<file path="config.mk">
export PLATFORM = sky130hd
export DESIGN_NAME = pooling_max_unit
export DESIGN_NICKNAME = d
export VERILOG_FILES = /design/src/rtl/pooling_max_unit.sv
export SDC_FILE = /design/constraint.sdc
export NUM_CORES = 2
export LEC_CHECK = 0
export CAP_MARGIN = 20
export CORE_AREA = 2 2 256 258
export CTS_BUF_LIST = sky130_fd_sc_hd__clkbuf_16
export DETAILED_ROUTE_END_ITERATION = 8
export DIE_AREA = 0 0 258 260
export GPL_ROUTABILITY_DRIVEN = 0
export GPL_TIMING_DRIVEN = 0
export PLACE_DENSITY = 0.77
export SKIP_CTS_REPAIR_TIMING = 1
export SLEW_MARGIN = 20
export SYNTH_ARGS = -nofsm -noshare
export SYNTH_HDL_FRONTEND = slang
export SYNTH_HIERARCHICAL = 1
export SYNTH_SLANG_ARGS = --single-unit
export TNS_END_PERCENT = 10
</file>
<file path="constraint.sdc">
create_clock -name clk -period 4.8 [get_ports clk]
set_clock_uncertainty 0.1 [all_clocks]
set_input_delay 0.96 -clock clk [delete_from_list [all_inputs] [get_ports clk]]
set_output_delay 0.96 -clock clk [all_outputs]
set_load 0.1 [all_outputs]
</file>
<file path="src/rtl/pooling_max_unit.sv">
// Streaming KxK max-pool over feature-interleaved IEEE-754 pixels; one registered result per closed window.
// Optional build macro POOL_RELU_EN clamps negative (and -0) results to +0.
`ifndef DATA_WIDTH
`define DATA_WIDTH 32
`endif

module pooling_max_lane #(
  parameter int DW  = 32,
  parameter int NPC = 3,
  parameter int PCW = 2
) (
  input  logic           clk,
  input  logic           rst_n,
  input  logic           en,
  input  logic           first_col,
  input  logic           last_col,
  input  logic           first_row,
  input  logic           last_row,
  input  logic [PCW-1:0] pcol,
  input  logic [DW-1:0]  pixel,
  output logic [DW-1:0]  v
);
  logic [DW-1:0]           hacc;
  logic [NPC-1:0][DW-1:0]  vbuf;
  logic [DW-1:0]           h;

  // Bitwise float max; ties keep the incumbent, NaN is just another bit pattern.
  function automatic logic [DW-1:0] fmax(input logic [DW-1:0] inc, input logic [DW-1:0] cand);
    logic take;
    if (inc[DW-1] != cand[DW-1]) take = ~cand[DW-1];
    else if (cand[DW-1])         take = cand[DW-2:0] < inc[DW-2:0];
    else                         take = cand[DW-2:0] > inc[DW-2:0];
    return take ? cand : inc;
  endfunction

  always_comb begin
    h = first_col ? pixel : fmax(hacc, pixel);
    v = first_row ? h : fmax(vbuf[pcol], h);
  end

  always_ff @(posedge clk or negedge rst_n) begin
    if (!rst_n) begin
      hacc <= '0;
      vbuf <= '0;
    end else if (en) begin
      if (!last_col)     hacc       <= h;
      else if (!last_row) vbuf[pcol] <= v;
    end
  end
endmodule

module pooling_max_unit #(
  parameter int INPUT_SIZE    = 6,
  parameter int KERNEL_SIZE   = 2,
  parameter int TOTAL_FEATURE = 4,
  localparam int DW  = `DATA_WIDTH,
  localparam int NPC = INPUT_SIZE / KERNEL_SIZE,
  localparam int FW  = (TOTAL_FEATURE > 1) ? $clog2(TOTAL_FEATURE) : 1,
  localparam int RW  = (INPUT_SIZE > 1) ? $clog2(INPUT_SIZE) : 1,
  localparam int PCW = (NPC > 1) ? $clog2(NPC) : 1,
  localparam int KW  = (KERNEL_SIZE > 1) ? $clog2(KERNEL_SIZE) : 1
) (
  input  logic           clk,
  input  logic           rst_n,
  input  logic           frame_start,
  input  logic [DW-1:0]  pixel_in,
  input  logic           pixel_valid,
  output logic [DW-1:0]  data_out,
  output logic           output_valid,
  output logic [FW-1:0]  feature_idx,
  output logic [RW-1:0]  feature_row,
  output logic [PCW-1:0] pool_col,
  output logic           busy,
  output logic           frame_done
);
  typedef enum logic {IDLE, RUN} state_t;

  typedef struct packed {
    logic [FW-1:0]  feat;
    logic [RW-1:0]  row;
    logic [RW-1:0]  col;
    logic [KW-1:0]  krow;
    logic [KW-1:0]  kcol;
    logic [PCW-1:0] pcol;
  } pos_t;

  typedef struct packed {
    logic [DW-1:0]  data;
    logic [FW-1:0]  feat;
    logic [RW-1:0]  row;
    logic [PCW-1:0] pcol;
  } pool_rsp_t;

  state_t    state, state_nxt;
  pos_t      pos, pos_e, pos_nxt;
  pool_rsp_t rsp;
  logic      beat, emit, frame_end;
  logic      last_feat, last_col, last_row, last_kcol, last_krow;
  logic [TOTAL_FEATURE-1:0]         lane_en;
  logic [TOTAL_FEATURE-1:0][DW-1:0] lane_v;
  logic [DW-1:0] win_max, win_out;

  // A beat that arrives with frame_start is beat 0 of the new frame.
  assign pos_e     = frame_start ? '0 : pos;
  assign beat      = pixel_valid & (frame_start | (state == RUN));
  assign last_feat = pos_e.feat == FW'(TOTAL_FEATURE - 1);
  assign last_col  = pos_e.col  == RW'(INPUT_SIZE - 1);
  assign last_row  = pos_e.row  == RW'(INPUT_SIZE - 1);
  assign last_kcol = pos_e.kcol == KW'(KERNEL_SIZE - 1);
  assign last_krow = pos_e.krow == KW'(KERNEL_SIZE - 1);
  assign emit      = beat & last_kcol & last_krow;
  assign frame_end = beat & last_feat & last_col & last_row;

  always_comb begin
    pos_nxt = pos_e;
    if (beat) begin
      if (!last_feat) begin
        pos_nxt.feat = pos_e.feat + FW'(1);
      end else begin
        pos_nxt.feat = '0;
        if (last_col) begin
          pos_nxt.col  = '0;
          pos_nxt.kcol = '0;
          pos_nxt.pcol = '0;
          pos_nxt.row  = last_row  ? '0 : pos_e.row + RW'(1);
          pos_nxt.krow = last_krow ? '0 : pos_e.krow + KW'(1);
        end else begin
          pos_nxt.col = pos_e.col + RW'(1);
          if (last_kcol) begin
            pos_nxt.kcol = '0;
            pos_nxt.pcol = pos_e.pcol + PCW'(1);
          end else begin
            pos_nxt.kcol = pos_e.kcol + KW'(1);
          end
        end
      end
    end
  end

  always_ff @(posedge clk or negedge rst_n) begin
    if (!rst_n) begin
      state <= IDLE;
      pos   <= '0;
    end else begin
      state <= state_nxt;
      pos   <= pos_nxt;
    end
  end

  always_comb begin
    state_nxt = state;
    if (frame_end)        state_nxt = IDLE;
    else if (frame_start) state_nxt = RUN;
  end

  always_comb begin
    busy = (state == RUN);
  end

  // One lane per feature; only the lane owning the current beat updates.
  for (genvar f = 0; f < TOTAL_FEATURE; f++) begin : g_lane
    assign lane_en[f] = beat & (pos_e.feat == FW'(f));
    pooling_max_lane #(.DW(DW), .NPC(NPC), .PCW(PCW)) u_lane (
      .clk       (clk),
      .rst_n     (rst_n),
      .en        (lane_en[f]),
      .first_col (pos_e.kcol == '0),
      .last_col  (last_kcol),
      .first_row (pos_e.krow == '0),
      .last_row  (last_krow),
      .pcol      (pos_e.pcol),
      .pixel     (pixel_in),
      .v         (lane_v[f])
    );
  end

  assign win_max = lane_v[pos_e.feat];
`ifdef POOL_RELU_EN
  assign win_out = win_max[DW-1] ? '0 : win_max;
`else
  assign win_out = win_max;
`endif

  always_ff @(posedge clk or negedge rst_n) begin
    if (!rst_n) begin
      rsp          <= '0;
      output_valid <= 1'b0;
      frame_done   <= 1'b0;
    end else begin
      output_valid <= emit;
      frame_done   <= frame_end;
      if (emit) rsp <= '{data: win_out, feat: pos_e.feat, row: pos_e.row, pcol: pos_e.pcol};
    end
  end

  assign data_out    = rsp.data;
  assign feature_idx = rsp.feat;
  assign feature_row = rsp.row;
  assign pool_col    = rsp.pcol;
endmodule
</file>
Word-level counts from Yosys, hierarchy flattened --
Index checks and enable logic that the tools add are counted.
Word-level totals: ROM bits 0, word-level logic and storage cells 157, memory bits (writable) 0, memories 0, bits in latches 0, register bits after elaboration 566
Operators by class: eq/ne operators 13, $add $sub $neg 6, $mul 0, shifts and indexed selects 0, div/mod/pow operators 0, bitwise gates (word level) 17, $lt $le $gt $ge 19, reduce and logical (&&, ||, !) cells 11, multiplexer cells 62
Operators by type and width (count):
- 2-to-1 mux 32 bit | 22
- bitwise mux 96 bit | 4
- binary-select mux 32 bit (select 2 bit) | 5
- > comparator 31 bit | 8
- less-than comparator 31 bit | 8
- demux 32 bit (select 2 bit) | 1
- 2-to-1 mux 12 bit | 2
- 2-to-1 mux 1 bit | 21
- 2-to-1 mux 3 bit | 4
- AND reduction 3 bit | 4
- 2-to-1 mux 10 bit | 1
- bitwise AND 1 bit | 9
- != test 1 bit | 8
- AND reduction 2 bit | 4
- NOT 1 bit | 7
- adder 3 x 1 -> 3 bit, second input constant | 2
- == test 3 bit, second input constant | 2
- less-than comparator 2 x 3 -> 1 bit, second input constant | 2
- adder 2 x 1 -> 2 bit, second input constant | 2
- == test 2 bit, second input constant | 2
- 2-to-1 mux 2 bit | 2
- adder 1 bit, second input constant | 2
- == test 2 x 1 -> 1 bit, second input constant | 1
- >= comparator 2 x 1 -> 1 bit, second input constant | 1
- other kinds (4) | 4

Logic depth before layout (Yosys ltp) --
word-level depth 12, depth in mapped cells 25

Modules after synthesis --
The synthesis kept the hierarchy.
Modules (own cells, without submodules):
- pooling_max_lane at g_lane[0].u_lane ... | times used 2, area an instance 8313.0 um2, cells each 978, seq. area each 3203.1 um2
- pooling_max_lane at g_lane[3].u_lane | times used 1, area an instance 8863.5 um2, cells each 821, seq. area each 3203.1 um2
- pooling_max_lane at g_lane[1].u_lane | times used 1, area an instance 8309.2 um2, cells each 974, seq. area each 3203.1 um2
- pooling_max_unit | times used 1, area an instance 3085.5 um2, cells each 324, seq. area each 1351.3 um2

Least setup slack after synthesis --
OpenSTA, ideal clock, no wires.
path type input to register, start in pixel_in[4], end reg rsp (netlist bit data_out[1]), buffers on the path 4, data arrival time 5.423 ns, data required time 4.574 ns, setup time 0.126 ns, setup slack -0.850 ns, cell stages on the path 23, cell sequence ha_1 a211oi_1 nor2_1 o31a_1 o211ai_1 and3_1 buf_2 buf_4 o211ai_2 ha_1 a211oi_2 o221ai_1 a21o_1 a221o_1 a2111oi_2 o31a_2 buf_6 buf_12 mux2i_1 inv_1 mux2_2 a21oi_1 a21oi_1
RTL lines:
- start: declaration | RTL line 66 | input logic [DW-1:0] pixel_in,
- end signal: assignment | RTL line 192 | if (emit) rsp <= '{data: win_out, feat: pos_e.feat, row: pos_e.row, pcol: pos_e.pcol};
- end: declaration | RTL line 96 | pool_rsp_t rsp;

==> results.ini <==
[pwr]
powerDensity_nw_per_um2 = 316
net-switching-power_mw = 5.10
swShare_pct = 34.6
ir_worst_vdd_v = 0.000267
p_seq_share_pct = 37.4
p_comb_share_pct = 28.5
p_leak_nw = 20.5
p_int_mw = 9.65
p_clk_share_pct = 34.2

[cells_and_area]
layout.nets = 4693
final_cell_area_um2 = 46700
syn2layout_area_growth_pct = 26.5
final_common_cell = dfrtp_1
drive_above_1_share_pct = 24.6
nFillCells = 4189
layout_common_cells = dfrtp_1, nand2_1, o21ai_0

[sta]
worst_slack_ps = -1910
max_slew.worst_pin.slew_ps = 1070
final.period_utilization_pct = 140
period_minus_slack_ps = 6710
fmax_mhz = 149
drv_slew = 0
setup_tns_ps = -378900
grt_setup_unrepaired = yes
relSlewSlack_pct = 28.3
setup_viol = 403
finalHoldViolCount = 0

[worst_setup_path]
worstPathMaxFanout = 10
crit_slowest_cell = a211oi_2
path_delay_family = compound AO/OA/AOI/OAI gates
start_kind = input pin
critPathBufInv = 4
crit_top_cell = o21ai_1
cp.required_ps = 5190
timing.reg2reg.setup_slack_ps = -1790
path_class = in2reg
end_kind = register
max_stage_delay_ps = 630
crit_arrival_ps = 7100
crit_chain = buf_4 -> ha_1 -> o21ai_1 -> o21ai_1 -> a211oi_2 -> nand2_1 -> a22o_4 -> buf_4 -> buf_6 -> or4_4 -> nand3_1 -> ha_1 -> a21oi_1 -> o21ai_1 -> a221oi_2 -> o211ai_1 -> o21ba_4 -> clkbuf_2 -> a21boi_1 -> a41oi_4 -> mux2_4 -> a21oi_4 -> a21oi_1

[floorplan]
ios = 78
core.rowCount = 93
die_area_um2 = 67100
start_util_pct = 57.5
core_area_um2 = 64100
fp.dieH_um = 260
dieWidth_um = 258

[grt]
grt_usage_pct = 36.5
grtUsageMet3_pct = 9.55
grtUsageMet2_pct = 53.7
grt_overflow = 0
grt_pass1_vias = 31900
antenna_found_initial = 4
gr-max-usage-layer = met2
grt_max_degree = 98
met1_usage_pct = 49.0
grt_pass1_wl_mm = 188

[drt]
drt_wl_total_mm = 142
wire_per_inst_um = 26.7
avgViaCountPerCell = 6.83
antenna_left = 0
drc_errors = 0
routed-via-count = 36200
drt-initial-drc-count = 5193
drtPass1Iterations = 9

[yosys]
synthXorXnorAreaFrac_pct = 0.0950
yosysWarnings = 6
async_flop_share_pct = 100
synth_top_family_by_area = compound AO/OA/AOI/OAI gates
synth_fa_ha_area_share_pct = 8.68
synthTopCellsByArea = dfrtp_1, ha_1, mux2i_1
synth_edf_count = 0
muxShareOfSynthArea_pct = 11.1
avgSynthCellArea_um2 = 9.05
synth_cell_types = 77
synthesis.nets = 4367
synth_top_area_share_pct = 38.4
netlist_area_um2 = 36900
synth.largest_area_cell = dfrtp_1
ys.flop_type = dfrtp_1
yosys.area_share.simple_pct = 14.8
netlist_instances = 4075
yosysSeqAreaShare_pct = 38.4
synth_compound_gate_area_share_pct = 19.9
ys_ff_latch = 566

[placed_design]
pre_cts_slack_ps = -3390
placed_area_um2 = 39500
port_buffers = 77
dp_hpwl_mm = 89.9

[outcome]
run_status = complete, but fails checks
violations = setup timing

[clock_network]
cts_buffer_depth = 3
clock_latency_ps = 630
htree_levels = 3
path_clk_slew_ps = 60
cts.sinks = 566
cts_made_buffers = 66
root_buffer = clkbuf_16
tritoncts = built

[run]
drv_cap = 0

[min_path]
min-delay-path-class = in2async

routing by layer:
layer | wire length (um) | vias to the layer above
met5 | 110 | -
met4 | 11200 | 10
met3 | 20300 | 812
met2 | 59000 | 2648
met1 | 51300 | 17500
li1 | - | 15300
area by class of cell:
| cell class | instances | area (um2) | share of cell area, % |
|---|---|---|---|
| Sequential cell | 566 | 14200 | 30.3 |
| Timing Repair Buffer | 259 | 2720 | 5.83 |
| Buffer | 287 | 1780 | 3.81 |
| Clock buffer | 67 | 1680 | 3.59 |
| Inverter | 325 | 1220 | 2.61 |
| Antenna cell | 3 | 7.51 | 0.0161 |
| Tap cell | 855 | 1070 | 2.29 |
| Multi-Input combinational cell | 2896 | 23600 | 50.6 |
| Clock inverter | 51 | 418 | 0.895 |
Yosys cell counts (all sizes together), types with 3 or more instances:
library cell	number
and2	6
o221ai	3
a221oi	6
mux2i	228
or4	33
nand2b	8
xnor2	4
o21ai	509
nor4	7
nand3	161
clkbuf	200
a41oi	31
nor2	230
inv	325
a32oi	27
nor2b	19
a21o	40
mux2	160
o31a	7
and4	8
a21boi	33
o211ai	133
and3	9
a21oi	261
nand2	428
o22a	5
o211a	3
a31oi	3
o31ai	15
a221o	5
nand3b	12
or3	9
a211o	3
ha	256
dfrtp	566
nor3b	3
o21a	16
nor3	19
a211oi	21
nand4	139
o2bb2ai	3
nand4b	21
buf	87
metrics by stage:
stage	cells	power [mW]	utilization [%]	hold slack (ps)
6_report	5309	14.8	72.8	88.3
5_1_grt	5306	15.2	72.8	105
4_1_cts	5132	13.6	64.9	88.0
3_5_place_dp	5014	8.60	61.7	368
3_3_place_gp	5007	8.50	61.3	360
2_1_floorplan	4075	7.53	-	345
worst paths after layout:
kind / startpoint / endpoint / cells past startpoint
min reg2reg: g_lane[2].u_lane/vbuf[18]$_DFFE_PN0P_ / g_lane[2].u_lane/vbuf[18]$_DFFE_PN0P_ / 2
min: rst_n / g_lane[2].u_lane/hacc[27]$_DFFE_PN0P_ / 1
max: pixel_in[10] / data_out[17]$_DFFE_PN0P_ / 23
max in group asynchronous: rst_n / g_lane[0].u_lane/vbuf[12]$_DFFE_PN0P_ / 3
max reg2reg: g_lane[3].u_lane/hacc[8]$_DFFE_PN0P_ / data_out[17]$_DFFE_PN0P_ / 23
min in group clk: g_lane[2].u_lane/vbuf[18]$_DFFE_PN0P_ / g_lane[2].u_lane/vbuf[18]$_DFFE_PN0P_ / 2
sequential cells by signal, summed over array words and instances (netlist names):
register and cells:
busy 1, data_out 32, feature_idx 2, feature_row 3
frame_done 1, g_lane.u_lane/hacc 128, g_lane.u_lane/vbuf 384, output_valid 1
pool_col 2, pos 12
power by group through the flow:
stage                     Combinational, mW  Clock (mW)  Sequential, mW
final                                  4.20        5.04            5.52
after global routing                   4.44        5.24            5.54
after CTS                              3.06        5.04            5.48
after detailed placement               3.04           0            5.56
after global placement                 2.94           0            5.56
after floorplan                        2.07           0            5.46
logic make-up (layout without fill, tap and decap cells):
family	Yosys count	count (layout)
adders and majority gates	256	256
muxes	388	388
xor gates and xnor gates	4	4
and+or+nand+nor	1116	1117
DFF	566	566
other	0	3
AOI/OAI and AO/OA	1131	1131
buffers and inverters	614	989
Note: power is estimated with default switching activity, not from simulation.
